<file path="config.mk">
export PLATFORM = sky130hd
export DESIGN_NAME = adder_result_acc
export DESIGN_NICKNAME = d
export VERILOG_FILES = /design/src/rtl/adder_result_acc.sv
export SDC_FILE = /design/constraint.sdc
export NUM_CORES = 1
export LEC_CHECK = 0
export BUFFER_PORTS_ARGS = -buffer_cell sky130_fd_sc_hd__buf_2
export CAP_MARGIN = 20
export CORE_UTILIZATION = 54
export DETAILED_ROUTE_END_ITERATION = 6
export PLACE_DENSITY = 0.81
export SLEW_MARGIN = 25
export SYNTH_ARGS = -nofsm -noshare
export SYNTH_HDL_FRONTEND = slang
export SYNTH_SLANG_ARGS = --single-unit
</file>
<file path="constraint.sdc">
create_clock -name clk -period 3.5 [get_ports clk]
set_clock_uncertainty 0.1 [all_clocks]
set_input_delay 0.35 -clock clk [delete_from_list [all_inputs] [get_ports clk]]
set_output_delay 0.35 -clock clk [all_outputs]
set_load 0.02 [all_outputs]
</file>
<file path="src/rtl/adder_result_acc.sv">
// adder_result_acc
//   Sums COUNT consecutive 3-bit adder results {Co, S} into an ACC_W-bit
//   frame total. The total and a sticky overflow flag are presented through
//   a valid/ready handshake. After that handshake the block clears and
//   starts the next frame.
//
// Ports
//   clk        sole clock, rising edge
//   rst_n      asynchronous active-low reset
//   clr        synchronous clear, aborts the current frame (highest priority)
//   in_valid   an adder result is present on S/Co
//   in_ready   result can be accepted this cycle (low while a frame is held)
//   S, Co      adder sum bits and carry-out
//   out_valid  out_sum/out_ovf hold a completed frame
//   out_ready  consumer takes the frame this cycle
//   out_sum    frame total modulo 2^ACC_W
//   out_ovf    the running total exceeded 2^ACC_W-1 at some point in the frame
module adder_result_acc #(
  parameter int ACC_W = 8,
  parameter int COUNT = 4
) (
  input  logic             clk,
  input  logic             rst_n,
  input  logic             clr,
  input  logic             in_valid,
  output logic             in_ready,
  input  logic [1:0]       S,
  input  logic             Co,
  output logic             out_valid,
  input  logic             out_ready,
  output logic [ACC_W-1:0] out_sum,
  output logic             out_ovf
);

  localparam int CNT_W = $clog2(COUNT + 1);

  typedef enum logic [1:0] {
    IDLE = 2'd0,
    ACC  = 2'd1,
    HOLD = 2'd2
  } state_t;

  state_t             state;
  logic [ACC_W-1:0]   acc;
  logic               ovf;
  logic [CNT_W-1:0]   cnt;

  logic [ACC_W:0]     sum_wide;
  logic [CNT_W-1:0]   cnt_nxt;
  logic               accept;
  logic               last;

  // Zero-extended add; the top bit is the carry-out that feeds the sticky flag.
  function automatic logic [ACC_W:0] add_result(input logic [ACC_W-1:0] a,
                                                input logic [2:0]       v);
    return {1'b0, a} + {{(ACC_W - 2){1'b0}}, v};
  endfunction

  assign sum_wide = add_result(acc, {Co, S});
  assign cnt_nxt  = cnt + CNT_W'(1);
  assign accept   = in_valid && (state != HOLD);
  assign last     = (cnt_nxt == CNT_W'(COUNT));

  always_ff @(posedge clk or negedge rst_n) begin
    if (!rst_n) begin
      state <= IDLE;
      acc   <= '0;
      ovf   <= 1'b0;
      cnt   <= '0;
    end else if (clr) begin
      state <= IDLE;
      acc   <= '0;
      ovf   <= 1'b0;
      cnt   <= '0;
    end else begin
      case (state)
        IDLE, ACC: begin
          if (accept) begin
            acc   <= sum_wide[ACC_W-1:0];
            ovf   <= ovf | sum_wide[ACC_W];
            cnt   <= cnt_nxt;
            state <= last ? HOLD : ACC;
          end
        end
        HOLD: begin
          if (out_ready) begin
            state <= IDLE;
            acc   <= '0;
            ovf   <= 1'b0;
            cnt   <= '0;
          end
        end
        default: begin
          state <= IDLE;
          acc   <= '0;
          ovf   <= 1'b0;
          cnt   <= '0;
        end
      endcase
    end
  end

  // Outputs come only from registers and the state decode.
  assign in_ready  = (state != HOLD);
  assign out_valid = (state == HOLD);
  assign out_sum   = acc;
  assign out_ovf   = ovf;

endmodule

</file>
==> metrics.md, run 1 <==
| Metric | Value |
|---|---|
| Status | complete, no violations |
| Startpoint types | flop |
| Min Tclk post-route | 1867 ps |
| RSZ-0062 raised after global routing | no |
| Vias per cell | 5.648 |
| Hold crit path type | in2reg |
| Synthesized net count | 87 |
| Final Power | 322.8 uW |
| Hold Fails Final Rpt | 0 |
| Final net count | 109 |
| Post_cts resized | 0 |
| Core box area | 1301 sq um |
| WP data required | 3600 ps |
| Total Neg Setup Slack | 0 ps |
| Chip Width | 39.54 microns |
| Final Slew Violations | 0 |
| Hpwl dp | 1.117 mm |
| Final setup vio count | 0 |
| Leading cell type in the layout, fill and taps excluded | buf_2 |
| Critical Path AT | 1970 ps |
| DRT Pass-1 Iters | 4 |
| Clock-pin slew on the worst setup and hold paths | 80 ps |
| Layout cell share with drive strength beyond 1 | 23.66% |
| Post-Syn Instances | 73 |
| Library cells used by synthesis | 28 |
| GRT Residual Overflow | 0 |
| Post-synth top flop | dfrtp_1 |
| Area Overhead vs Synth | 17.43% |
| Sequential share of the synthesized area | 46.05% |
| Initial DRC count | 13 |
| Vias in the first global route | 544 |
| Pwr Density | 361.3 nW/um^2 |
| WHS Path Cells | 3 |
| Cts bufs inserted | 3 |
| Number of diodes | 0 |
| Leak | 0.4445 nW |
| Syn. warnings | 0 |
| # port buffers | 18 |
| CP endpoint kind | flop |
| Root buf cell | clkbuf_4 |
| H-tree levels | 1 |
| Post-synth EDFFs | 0 |
| Initial Utilization | 58.46% |
| Post-route ant nets | 0 |
| Critical setup path kind | reg2reg |
| Mapped cell area | 760.7 sq um |
| Maxcap violations | 0 |
| Clk Latency, worst-skew pair | 270 ps |
| DRC viols | 0 |
| Num ports | 19 |
| Row count | 13 |
| R2R depth | 5 |
| Most frequent cells in the layout | buf_2, dfrtp_1, nand2_1, o21ai_0 |
| Seq cells post-synth | 14 |
| Die Y-Extent | 39.54 microns |
| Max clock buf depth | 2 |
| Global-route wire length before repair | 2.401 mm |
| Tot GR Track Use | 24.43% |
| Crit-path max FO | 4 |
| Fmax | 0.5358 GHz |
| Total die area | 1563 sq um |
| Routed vias | 610 |
| Initial antenna violation count | 0 |
| Pin count of the biggest net entering global routing | 15 |
| CTS tree | yes |
| WL final | 1.484 mm |
| Slew headroom | 57.52% |
| Synth async-reset ratio | 100.0% |
| Sink Count | 14 |
| Maximum VDD drop | 0.2304 mV |
| Mean Syn Cell Area | 10.42 sq um |
| Wire per inst | 13.74 microns |
| Placer's final routability congestion estimate | 0.8317 |
| Fin crit share | 53.33% |
| Slew @ Worst Pin | 635.8 ps |
-- power breakdown --
part | internal, mW | switching (mW)
combinational | 0.0227 | 0.0324
sequential | 0.169 | 0.00890
clock | 0.0398 | 0.0498
-- worst paths after layout --
path / startpoint / to / slack (ps)
setup / recovery: out_sum[2] / out_sum[5] / 1630
hold / removal: S[0] / out_sum[0] / 310
setup reg to reg: out_sum[2] / out_sum[5] / 1630
hold reg to reg: out_ovf / out_ovf / 400
max in group asynchronous: rst_n / cnt[0] / 2670
min in group asynchronous: rst_n / out_ovf / 390
-- metal layers --
layer	wire length [microns]	track usage, %	vias to the layer above
li1	-	-	309
met1	656	29.75	287
met2	770	38.52	12
met3	45	6.818	2
met4	11	12.93	0
met5	0	0	-
-- final cells by class --
type | instances | area (sq um)
inverter | 1 | 3.754
timing repair buffer | 19 | 100.1
clock buffer | 3 | 22.52
fill | 121 | 407.9
sequential | 14 | 350.3
tap | 15 | 18.77
multi-input combinational | 56 | 397.9
-- cell families (layout without fill, tap and decap cells) --
group,count (synthesis),in the layout,synth area share [%]
and+or+nand+nor,26,26,20.07
DFF,14,14,46.05
buffers and inverters,3,23,1.643
xor gates and xnor gates,4,4,4.606
AOI/OAI and AO/OA,20,20,16.78
adders and majority gates,6,6,10.86
-- flip-flops by register name (all words and copies together) (netlist names) --
name     count
out_sum      8
cnt          3
state        2
out_ovf      1
-- cell usage after synthesis (2+ instances only) --
master | n | area [sq um]
a21oi_1 | 5 | 25.02
nor3_1 | 2 | 10.01
ha_1 | 5 | 62.56
xnor2_1 | 3 | 26.28
nor2_1 | 5 | 18.77
nand2_1 | 6 | 22.52
dfrtp_1 | 14 | 350.3
nand3_1 | 2 | 10.01
o21bai_1 | 2 | 15.01
a22o_1 | 5 | 43.79
o21ai_0 | 6 | 30.03
nand2b_1 | 2 | 12.51
-- timing repair --
action	4_1_cts	5_1_grt
hold buffers	1	0
buffers inserted	0	0
setup endpoints to repair	0	0
hold endpoints to repair	14	0
-- worst max-delay path, stage by stage (launching register included) --
cell and delay, ps:
dfrtp_1 410, ha_1 350, nand3_1 110, and2_1 190
or4_1 470, a21oi_1 150
-- metrics by stage --
stage | hold WS [ps] | instance area [sq um] | std cells | utilization, % | setup WS (ps)
2_1_floorplan | -45.59 | 760.7 | 73 | - | 1675
3_3_place_gp | 159.1 | 860.8 | 104 | 66.15 | 1652
3_5_place_dp | 161.4 | 860.8 | 104 | 66.15 | 1615
4_1_cts | 305.1 | 893.4 | 108 | 68.65 | 1648
5_1_grt | 306.5 | 893.4 | 108 | 68.65 | 1534
6_report | 313.3 | 893.4 | 108 | 68.65 | 1633
Power figures use the tool's default switching activity.
==> inputs of run 2 (changes only) <==
- CORE_UTILIZATION: 54 -> 45
- PLACE_DENSITY: 0.81 -> 0.72
- clock period: 3.5 -> 1.6 ns (I/O delays scaled with it)
==> run 2 against run 1 <==
The flow now finishes with violations (setup timing). Cell count rose by 13%. Sequential share of layout area fell by 7.0 points. Worst hold slack got worse by 160 ps. First-iteration DRC count fell by 62%. Critical path type unchanged. Critical endpoint unchanged. Largest power group unchanged.
==> metrics.md, run 2 (synthesis results as in run 1) <==
| Metric | Value |
|---|---|
| GRT Residual Overflow | 0 |
| Wire per inst | 14.61 microns |
| Pin count of the biggest net entering global routing | 15 |
| Number of flip-flops in the largest register | 8 |
| Cts bufs inserted | 3 |
| Critical Path AT | 1790 ps |
| H-tree levels | 1 |
| Die Y-Extent | 43.12 microns |
| Clk Latency, worst-skew pair | 280 ps |
| Hold crit path type | in2reg |
| Placer's final routability congestion estimate | 0.7409 |
| Status | finished, violations left |
| Fin crit share | 104.6% |
| Pwr Density | 766.1 nW/um^2 |
| Leak | 0.5190 nW |
| Leading cell type in the layout, fill and taps excluded | buf_2 |
| Pre-CTS setup slack | -49.71 ps |
| Final core occ | 71.27% |
| CTS tree | yes |
| Post-route ant nets | 0 |
| Routed vias | 667 |
| Vias in the first global route | 627 |
| R2R depth | 5 |
| Critical setup path kind | reg2reg |
| WL final | 1.783 mm |
| RSZ-0062 raised after global routing | yes |
| Crit-path max FO | 3 |
| Root buf cell | clkbuf_4 |
| Initial Utilization | 49.35% |
| Total die area | 1859 sq um |
| Non-Filler Instances | 122 |
| Row count | 14 |
| Clock-pin slew on the worst setup and hold paths | 90 ps |
| Maxcap violations | 0 |
| Final Power | 841.6 uW |
| Area Overhead vs Synth | 44.41% |
| Min Tclk post-route | 1673 ps |
| Sink Count | 14 |
| Number of diodes | 0 |
| WHS Path Cells | 3 |
| Tot GR Track Use | 19.75% |
| Most frequent cells in the layout | buf_2, dfrtp_1, buf_4, nand2_1 |
| Placed Instances | 115 |
| Chip Width | 43.12 microns |
| Max clock buf depth | 2 |
| Vias per cell | 5.467 |
| Fill cell count | 108 |
| Hpwl dp | 1.263 mm |
| CP endpoint kind | flop |
| DRT Pass-1 Iters | 2 |
| Final Slew Violations | 0 |
| Slew headroom | 79.24% |
| DRC viols | 0 |
| Initial antenna violation count | 0 |
| Final setup vio count | 5 |
| Global-route wire length before repair | 2.677 mm |
| Hold Fails Final Rpt | 0 |
| Layout cell share with drive strength beyond 1 | 49.06% |
| Core box area | 1541 sq um |
| Num ports | 19 |
| Startpoint types | flop |
| Fmax | 0.5978 GHz |
| Final net count | 121 |
| # port buffers | 18 |
| WP data required | 1710 ps |
| Slew @ Worst Pin | 309.1 ps |
| Maximum VDD drop | 0.5995 mV |
| Fin worst setup slack | -72.93 ps |
| Failing checks | setup timing |
| Initial DRC count | 5 |
## run 2: changes by cell type in the layout (fill, tap and decap cells not counted), moves of 2 or more
cell / delta
dfrtp_1: -3
ha_1: -3
dfrtp_2: +3
buf_4: +11
a21oi_1: -2
ha_4: +3
## run 2: cell type report
class                           count  area [sq um]  area share, %
Tap cell                           16         20.02          1.822
Clock buffer                        4         36.28          3.303
Timing Repair Buffer               31         193.9          17.65
Inverter                            1         3.754         0.3417
Multi-Input combinational cell     56         490.5          44.65
Sequential cell                    14         354.1          32.23
## run 2: stage by stage
step                      cell area [sq um]  setup TNS (ps)  hold WS (ps)
after floorplan                       822.0          -120.4        -235.6
after global placement                998.5          -24.78        -28.66
after detailed placement              998.5          -102.1        -24.18
after CTS                              1065          -83.81         146.9
after global routing                   1099          -483.8         169.1
final                                  1099          -155.6         151.8
## run 2: final timing paths
kind	start	to	slack [ps]
worst max-delay path	out_sum[1]	out_sum[5]	-70
worst min-delay path	S[0]	out_sum[0]	150
worst max register to register	out_sum[1]	out_sum[5]	-70
worst min register to register	out_ovf	out_ovf	400
max in group asynchronous	rst_n	out_sum[1]	930
min in group asynchronous	rst_n	out_ovf	210
## run 2: power by group
part	internal, mW	switching [mW]
clock network	0.138	0.121
logic	0.0953	0.0945
registers	0.372	0.0213
## run 2: timing repair
action,in CTS,in global routing
pin swaps,2,6
gates resized for setup,5,4
setup endpoints to repair,4,6
hold buffers,1,0
hold endpoints to repair,14,0
buffers inserted,0,2
## run 2: worst max-delay path, stage by stage (launching register included)
cell and delay, ps:
dfrtp_2 450, ha_4 270, nand3_2 80, and2_4 160
or4_4 410, a21oi_2 140
## run 2: layer usage
metal,GRT usage (%),part of all wire (%)
met1,22.99,44
met2,33.73,52
met3,2.553,2.0
met4,12.12,1.7
met5,0,0
